`src/rtl/stream_arb2_pkg.sv`:
```
// Shared definitions for the two-input packet stream arbiter.
// Holds the data width, FSM state encodings, port IDs and the beat payload
// struct used by stream_arb2 and its data selector.
package stream_arb2_pkg;

  localparam int unsigned DATA_W = 16;

  // Arbiter FSM state encodings
  typedef enum logic [1:0] {
    IDLE    = 2'd0,
    GRANT_A = 2'd1,
    GRANT_B = 2'd2
  } state_e;

  // Port identifiers, shared by SEL, PTR and INIT_PRI
  localparam logic PORT_A = 1'b0;
  localparam logic PORT_B = 1'b1;

  // One registered output beat
  typedef struct packed {
    logic [DATA_W-1:0] data;
    logic              last;
  } beat_t;

endpackage

```
`src/rtl/stream_arb2_mux16.sv`:
```
// Mux16: 16-bit two-way data selector.
// Ports:
//   i_a   - word selected when i_sel = 0
//   i_b   - word selected when i_sel = 1
//   i_sel - select
//   o_out - selected word
module stream_arb2_mux16
  import stream_arb2_pkg::*;
(
  input  logic [DATA_W-1:0] i_a,
  input  logic [DATA_W-1:0] i_b,
  input  logic              i_sel,
  output logic [DATA_W-1:0] o_out
);

  assign o_out = (i_sel == PORT_B) ? i_b : i_a;

endmodule

```
`src/rtl/stream_arb2.sv`:
```
// stream_arb2: round-robin packet arbiter merging two valid/ready streams
// into one registered output stream. A grant is held for a whole packet
// (until its LAST beat is accepted), so packets are never interleaved.
// Ports:
//   CLK, RST_N                      - clock, async active-low reset
//   A_DATA/A_LAST/A_VALID/A_READY   - input stream A
//   B_DATA/B_LAST/B_VALID/B_READY   - input stream B
//   OUT_DATA/OUT_LAST/OUT_VALID     - registered output stream
//   OUT_READY                       - downstream ready
//   SEL                             - registered current/last grant (0=A, 1=B)
// Parameter:
//   INIT_PRI - port preferred on the first tie after reset
module stream_arb2
  import stream_arb2_pkg::*;
#(
  parameter logic INIT_PRI = 1'b0
) (
  input  logic              CLK,
  input  logic              RST_N,
  input  logic [DATA_W-1:0] A_DATA,
  input  logic              A_LAST,
  input  logic              A_VALID,
  output logic              A_READY,
  input  logic [DATA_W-1:0] B_DATA,
  input  logic              B_LAST,
  input  logic              B_VALID,
  output logic              B_READY,
  output logic [DATA_W-1:0] OUT_DATA,
  output logic              OUT_LAST,
  output logic              OUT_VALID,
  input  logic              OUT_READY,
  output logic              SEL
);

  state_e            r_state;
  state_e            w_state_nxt;
  logic              r_ptr;
  logic              w_ptr_nxt;
  logic              r_sel;
  logic              w_sel_nxt;
  beat_t             r_out;
  logic              r_out_valid;

  logic              w_can_load;
  logic              w_a_ready;
  logic              w_b_ready;
  logic              w_accept;
  logic [DATA_W-1:0] w_mux_data;
  logic              w_mux_last;

  // Output register can take a new beat when empty or being drained
  assign w_can_load = !r_out_valid || OUT_READY;

  // Data selector; SEL always matches the granted port while a grant is active
  stream_arb2_mux16 u_mux16 (
    .i_a   (A_DATA),
    .i_b   (B_DATA),
    .i_sel (r_sel),
    .o_out (w_mux_data)
  );

  assign w_mux_last = (r_sel == PORT_B) ? B_LAST : A_LAST;
  assign w_accept   = (w_a_ready && A_VALID) || (w_b_ready && B_VALID);

  // State, round-robin pointer and grant select registers
  always_ff @(posedge CLK or negedge RST_N) begin
    if (!RST_N) begin
      r_state <= IDLE;
      r_ptr   <= INIT_PRI;
      r_sel   <= INIT_PRI;
    end else begin
      r_state <= w_state_nxt;
      r_ptr   <= w_ptr_nxt;
      r_sel   <= w_sel_nxt;
    end
  end

  // Next-state, pointer, select and ready decode
  always_comb begin
    w_state_nxt = r_state;
    w_ptr_nxt   = r_ptr;
    w_sel_nxt   = r_sel;
    w_a_ready   = 1'b0;
    w_b_ready   = 1'b0;

    case (r_state)
      IDLE: begin
        if (A_VALID && B_VALID) begin
          w_sel_nxt   = r_ptr;
          w_state_nxt = (r_ptr == PORT_B) ? GRANT_B : GRANT_A;
        end else if (A_VALID) begin
          w_sel_nxt   = PORT_A;
          w_state_nxt = GRANT_A;
        end else if (B_VALID) begin
          w_sel_nxt   = PORT_B;
          w_state_nxt = GRANT_B;
        end
      end

      GRANT_A: begin
        w_a_ready = w_can_load;
        // Packet done: hand priority to B, skip IDLE if B is already waiting
        if (A_VALID && w_can_load && A_LAST) begin
          w_ptr_nxt = PORT_B;
          if (B_VALID) begin
            w_sel_nxt   = PORT_B;
            w_state_nxt = GRANT_B;
          end else begin
            w_state_nxt = IDLE;
          end
        end
      end

      GRANT_B: begin
        w_b_ready = w_can_load;
        // Packet done: hand priority to A, skip IDLE if A is already waiting
        if (B_VALID && w_can_load && B_LAST) begin
          w_ptr_nxt = PORT_A;
          if (A_VALID) begin
            w_sel_nxt   = PORT_A;
            w_state_nxt = GRANT_A;
          end else begin
            w_state_nxt = IDLE;
          end
        end
      end

      default: begin
        w_state_nxt = IDLE;
      end
    endcase
  end

  // Output beat register: accept replaces contents, a bare consume empties it
  always_ff @(posedge CLK or negedge RST_N) begin
    if (!RST_N) begin
      r_out       <= '0;
      r_out_valid <= 1'b0;
    end else if (w_accept) begin
      r_out.data  <= w_mux_data;
      r_out.last  <= w_mux_last;
      r_out_valid <= 1'b1;
    end else if (OUT_READY) begin
      r_out_valid <= 1'b0;
    end
  end

  assign A_READY   = w_a_ready;
  assign B_READY   = w_b_ready;
  assign OUT_DATA  = r_out.data;
  assign OUT_LAST  = r_out.last;
  assign OUT_VALID = r_out_valid;
  assign SEL       = r_sel;

endmodule

```
`config.mk`:
```
export PLATFORM = sky130hd
export DESIGN_NAME = stream_arb2
export DESIGN_NICKNAME = d
export VERILOG_FILES = /design/src/rtl/stream_arb2_pkg.sv /design/src/rtl/stream_arb2_mux16.sv /design/src/rtl/stream_arb2.sv
export SDC_FILE = /design/constraint.sdc
export NUM_CORES = 1
export LEC_CHECK = 0
export CORE_MARGIN = 1
export CORE_UTILIZATION = 44
export CTS_BUF_LIST = sky130_fd_sc_hd__clkbuf_2 sky130_fd_sc_hd__clkbuf_4 sky130_fd_sc_hd__clkbuf_8
export DETAILED_ROUTE_END_ITERATION = 7
export PLACE_DENSITY = 0.88
export SKIP_CTS_REPAIR_TIMING = 1
export SLEW_MARGIN = 20
export SYNTH_ARGS = -nofsm -noshare
export SYNTH_HDL_FRONTEND = slang
export SYNTH_SLANG_ARGS = --single-unit
```
`constraint.sdc`:
```
create_clock -name CLK -period 2.45 [get_ports CLK]
set_clock_uncertainty 0.05 [all_clocks]
set_input_delay 0.49 -clock CLK [delete_from_list [all_inputs] [get_ports CLK]]
set_output_delay 0.49 -clock CLK [all_outputs]
set_load 0.02 [all_outputs]
```
=== Yosys cells after proc, flatten, opt, wreduce, memory -nomap -nowiden ===
Index checks and enable logic that the tools add are counted.

* Add/sub/neg operators: 0
* Multiply operators: 0
* Divide/modulo/power cells: 0
* $lt $le $gt $ge: 0
* Equality and inequality tests: 6
* Shift operators: 0
* Multiplexer cells: 25
* Bitwise logic cells: 0
* Reduce and logical (&&, ||, !) cells: 17

{| class="wikitable"
|+ Operators with widths
! kind !! number
|-
| $mux W16 || 1
|-
| $mux W1 || 14
|-
| $mux W2 || 7
|-
| $logic_and A1 B1 Y1 || 7
|-
| $ne A2 B2 Y1 const B || 3
|-
| $pmux W2 S3 || 1
|-
| $reduce_and A3 Y1 || 2
|-
| $ne A4 B4 Y1 const B || 1
|-
| $reduce_and A4 Y1 || 1
|-
| $reduce_bool A2 Y1 || 2
|-
| $pmux W1 S3 || 1
|-
| $reduce_bool A3 Y1 || 1
|-
| $eq A2 B1 Y1 const B || 1
|-
| $eq A2 B2 Y1 const B || 1
|-
| $logic_not A2 Y1 || 1
|-
| $logic_or A1 B1 Y1 || 2
|-
| $pmux W1 S2 || 1
|-
| $logic_not A1 Y1 || 1
|}

* Register bits after elaboration: 22
* Latch bits: 0
* Bits in writable memories: 0
* Bits in read-only memories: 0
* Logic and storage cells: 54
* Memories: 0

=== Depth between registers and ports, before layout ===
* Depth in word-level cells: 6
* Gate-level depth with buffers: 8
* Mapped depth without buffers: 6

=== By module ===
From an unflattened synthesis, not the netlist that was laid out.

* Cell total of the unflattened synthesis: 101
* Area, all modules: 1362.6 um^2

{| class="wikitable"
|+ By module, submodules not included
! module !! times used !! cells each !! area an instance (um^2)
|-
| stream_arb2 || 1 || 83 || 1113.6
|-
| stream_arb2_mux16 || 1 || 18 || 249.0
|}

=== Least setup slack after synthesis ===
Ideal clock, no wire load.

* Kind: register -> register
* Start point: register r_state[0]
* End point: register r_sel, in the netlist SEL
* Library setup time: 0.125 ns
* Data arrival time: 1.452 ns
* Required time: 2.275 ns
* Path slack: 0.824 ns
* Stages on the path, launching flop included: 7
* Buffers on the path: 1
* Path through: dfrtp_1 -> inv_1 -> ha_1 -> buf_2 -> a21o_1 -> a221oi_2 -> mux2_2

* Word-level cells in the longest chain between the ends: 3
* Elaborated cells between the ends (all ways): 9
* Classes of those cells: eq/ne (5); mux (1); reduce/logical (3)

{| class="wikitable"
|+ Ends and longest elaborated chain
! item !! line !! text
|-
| start, declared || stream_arb2.sv:35 || <nowiki>state_e r_state;</nowiki>
|-
| start signal, assigned || stream_arb2.sv:72 || <nowiki>r_state <= w_state_nxt;</nowiki>
|-
| $eq A2 B2 Y1, or another cell as far along || stream_arb2.sv:86 || <nowiki>case (r_state)</nowiki>
|-
| $ne A2 B2 Y1 (no line) or $reduce_bool A3 Y1 (tied branches) || n/a ||
|-
| $reduce_and A4 Y1 (no line) || n/a ||
|-
| end signal, assigned || stream_arb2.sv:74 || <nowiki>r_sel <= w_sel_nxt;</nowiki>
|-
| end, declared || stream_arb2.sv:39 || <nowiki>logic r_sel;</nowiki>
|}

Parallel ways exist; a longest one is shown, timed or not.
A chain may end at the register's enable or synchronous reset.

=== Final worst setup path ===
* Start point: input port OUT_READY
* End point: output port B_READY

* Word-level cells in the longest chain between the ends: 2

{| class="wikitable"
|+ Ends and longest elaborated chain
! item !! line !! text
|-
| start, declared || stream_arb2.sv:31 || <nowiki>input logic OUT_READY,</nowiki>
|-
| $logic_or A1 B1 Y1 || stream_arb2.sv:52 || <nowiki>assign w_can_load = !r_out_valid || OUT_READY;</nowiki>
|-
| $mux W1 || stream_arb2.sv:86 ||
|-
| end, declared || stream_arb2.sv:27 || <nowiki>output logic B_READY,</nowiki>
|}

No other way between the ends.

==> reports/metrics.yaml <==
timing:
  fin_crit_ps: 2364
  fmax_mhz: 423.1
  worstMarginPinSlew_ps: 354.7
  relSlewSlack: 0.7635
  fin_crit_sh: 0.9648
  fin_hold_ws_ps: 464.9
  final_hold_viol_count: 0
  rsz0062_at_grt: "no"
  final_max_slew_viol_count: 0
  finalSetupViolCount: 0
power_and_ir_drop:
  seqPwrFrac: 0.306
  p_clk_frac: 0.073
  combPwrFrac: 0.621
  internal_power_mw: 1.246
  p_leak_nw: 0.8128
  ir_drop_mv: 0.7635
  p_per_area_mw_per_mm2: 1160
  total_power_mw: 2.160
  switching_share: 0.4229
  switching_power_uw: 913.5
clock_network:
  cts.sinks: 22
  cts_tree: "done"
  clk_pin_slew_worst_paths_ps: 110
  htreeDepth: 1
  cts_buffers: 3
  root_buffer: "clkbuf_4"
  clock_path_buffers: 2
  clk_latency_ps: 300
layout:
  antenna_cells: 0
  num-nets-final: 225
  drive_gt1_frac: 0.07821
  syn_to_final_growth_pct: 54.36
routing:
  wl_met3_um: 181
  drtPass1Iterations: 4
  num_vias: 1152
  drc_errors: 0
  wirelength_um: 3288
  top_layer_used: "met4"
  wl_met2_um: 1894
  avgRoutedWirePerCell_um: 15.73
  drtIter0Drc: 11
  vias_per_cell: 5.512
  ant_nets: 0
  met1_length_um: 1162
placed_design:
  dp_hpwl_um: 2589
  io_buffers: 59
  place.gp.congestion: 0.8296
global_route:
  grt_pass1_vias: 1130
  antenna_found_initial: 0
  grt_max_degree: 35
  grt_pass1_wl_um: 4795
  grt_overflow_total: 0
  grt_use_total: 0.2303
yosys:
  synth.avg_cell_area_um2: 10.14
  synth_area_leaders: "dfrtp_1 46%, mux2i_1 14%, a21oi_1 7.9%"
  seq_area_frac_synth: 0.4564
  synth-seq-cells: 22
  yosysTopAreaCell: "dfrtp_1"
  syn_inst: 119
  synth_cell_types: 29
  synth_fp_nets: 163
  syn_area_mm2: 0.001206
  synth_top_area_frac: 0.4564
  ys.warnings.count: 0
floorplanning:
  rows: 18
  core_mm2: 0.002522
  io_pins: 60
  start_util: 0.4782
  dieArea_mm2: 0.002954
  die_h_um: 54.36
  dieWidth_um: 54.36
run_status:
  outcome: "completed"
critical_path:
  crit_fanout: 3
  crit_required_ps: 1910
  end_kind: "output pin"
  startpoint_type: "input port"
  worst_ep_arrival_time_ps: 1820
  crit_type: "input port to output pin"
min_path:
  min_path_type: "input port to async pin"
job:
  maxCapViolCount: 0
-- layout make-up --
cell class,count,area (um^2)
timing repair buffer,64,630.6
fill,190,660.6
sequential,22,550.5
multi-input combinational,86,605.6
tap,30,37.54
clock buffer,3,22.52
inverter,4,15.01
-- Yosys cell counts --
cell type,number
a21o_1,1
a21oi_1,19
a221o_1,1
a221oi_2,1
a22o_1,3
a22oi_1,2
a31oi_1,1
and2_1,2
buf_2,5
buf_4,1
clkbuf_2,1
dfrtp_1,22
ha_1,5
inv_1,4
mux2_2,1
mux2i_1,17
nand2_1,3
nand2b_4,1
nand3_1,1
nand3_2,1
nand4_1,1
nor2_1,17
nor2_4,1
nor2b_1,1
nor3_1,1
nor3b_1,2
o21ai_0,2
o22ai_1,1
or2b_1,1
-- cells by family (layout without fill, tap and decap cells) --
group | count (synthesis) | after routing | synth area share
AO/OA/AOI/OAI | 31 | 31 | 0.1587
adder cells (fa/ha/maj) | 5 | 5 | 0.05187
buffers and inverters | 11 | 71 | 0.04356
flip-flops | 22 | 22 | 0.4564
multiplexers | 18 | 18 | 0.1504
AND/OR/NAND/NOR | 32 | 32 | 0.1390
-- metal layers --
layer / track usage / vias to the layer above
met5: 0 / -
met4: 0.08120 / 0
met3: 0.06389 / 4
met2: 0.4390 / 44
met1: 0.2357 / 562
li1: - / 542
-- power groups by stage --
stage / registers [mW] / clock network [mW] / logic (mW)
after floorplan: 0.835 / 0 / 0.611
after global placement: 0.648 / 0 / 1.28
after detailed placement: 0.666 / 0 / 1.34
after CTS: 0.660 / 0.164 / 1.35
after global routing: 0.678 / 0.178 / 1.44
final: 0.661 / 0.158 / 1.34
-- stage by stage --
stage	cells	cell area, um^2	setup TNS (ps)	utilization	setup slack [ps]
3_3_place_gp	206	1834	0	0.7272	93.32
4_1_cts	209	1857	-59.87	0.7361	-59.87
2_1_floorplan	119	1206	0	-	823.8
5_1_grt	209	1862	0	0.7381	31.40
6_report	209	1862	0	0.7381	86.35
3_5_place_dp	206	1834	0	0.7272	72.13
-- flip-flops by register name, summed over array words and instances (netlist names) --
signal and count:
OUT_VALID 1, OUT_LAST 1, SEL 1, OUT_DATA 16, r_state 2, r_ptr 1
-- critical path, stage by stage --
cell	delay, ps
clkdlybuf4s50_1	480
nand2b_4	140
and2_1	120
clkdlybuf4s50_1	600
-- placed cells by master, fill, tap and decap left out, types with 2 or more instances in the layout --
master           Yosys  final
clkdlybuf4s50_1      0     58
dfrtp_1             22     22
a21oi_1             19     19
mux2i_1             17     17
nor2_1              17     17
buf_4                1      5
inv_1                4      4
ha_1                 5      4
a22o_1               3      3
nand2_1              3      3
clkbuf_4             0      3
and2_1               2      2
a22oi_1              2      2
nor3b_1              2      2
o21ai_0              2      2
-- final timing paths --
check,from,endpoint,slack [ps],depth (start not counted)
setup / recovery,OUT_READY,B_READY,90,4
hold / removal,RST_N,OUT_LAST,460,2
setup reg to reg,r_state[0],OUT_DATA[1],530,8
hold reg to reg,OUT_DATA[11],OUT_DATA[11],500,2
max in group asynchronous,RST_N,OUT_DATA[14],1660,2
min in group CLK,OUT_DATA[11],OUT_DATA[11],500,2
No activity file was read; power rests on OpenSTA's default activity.
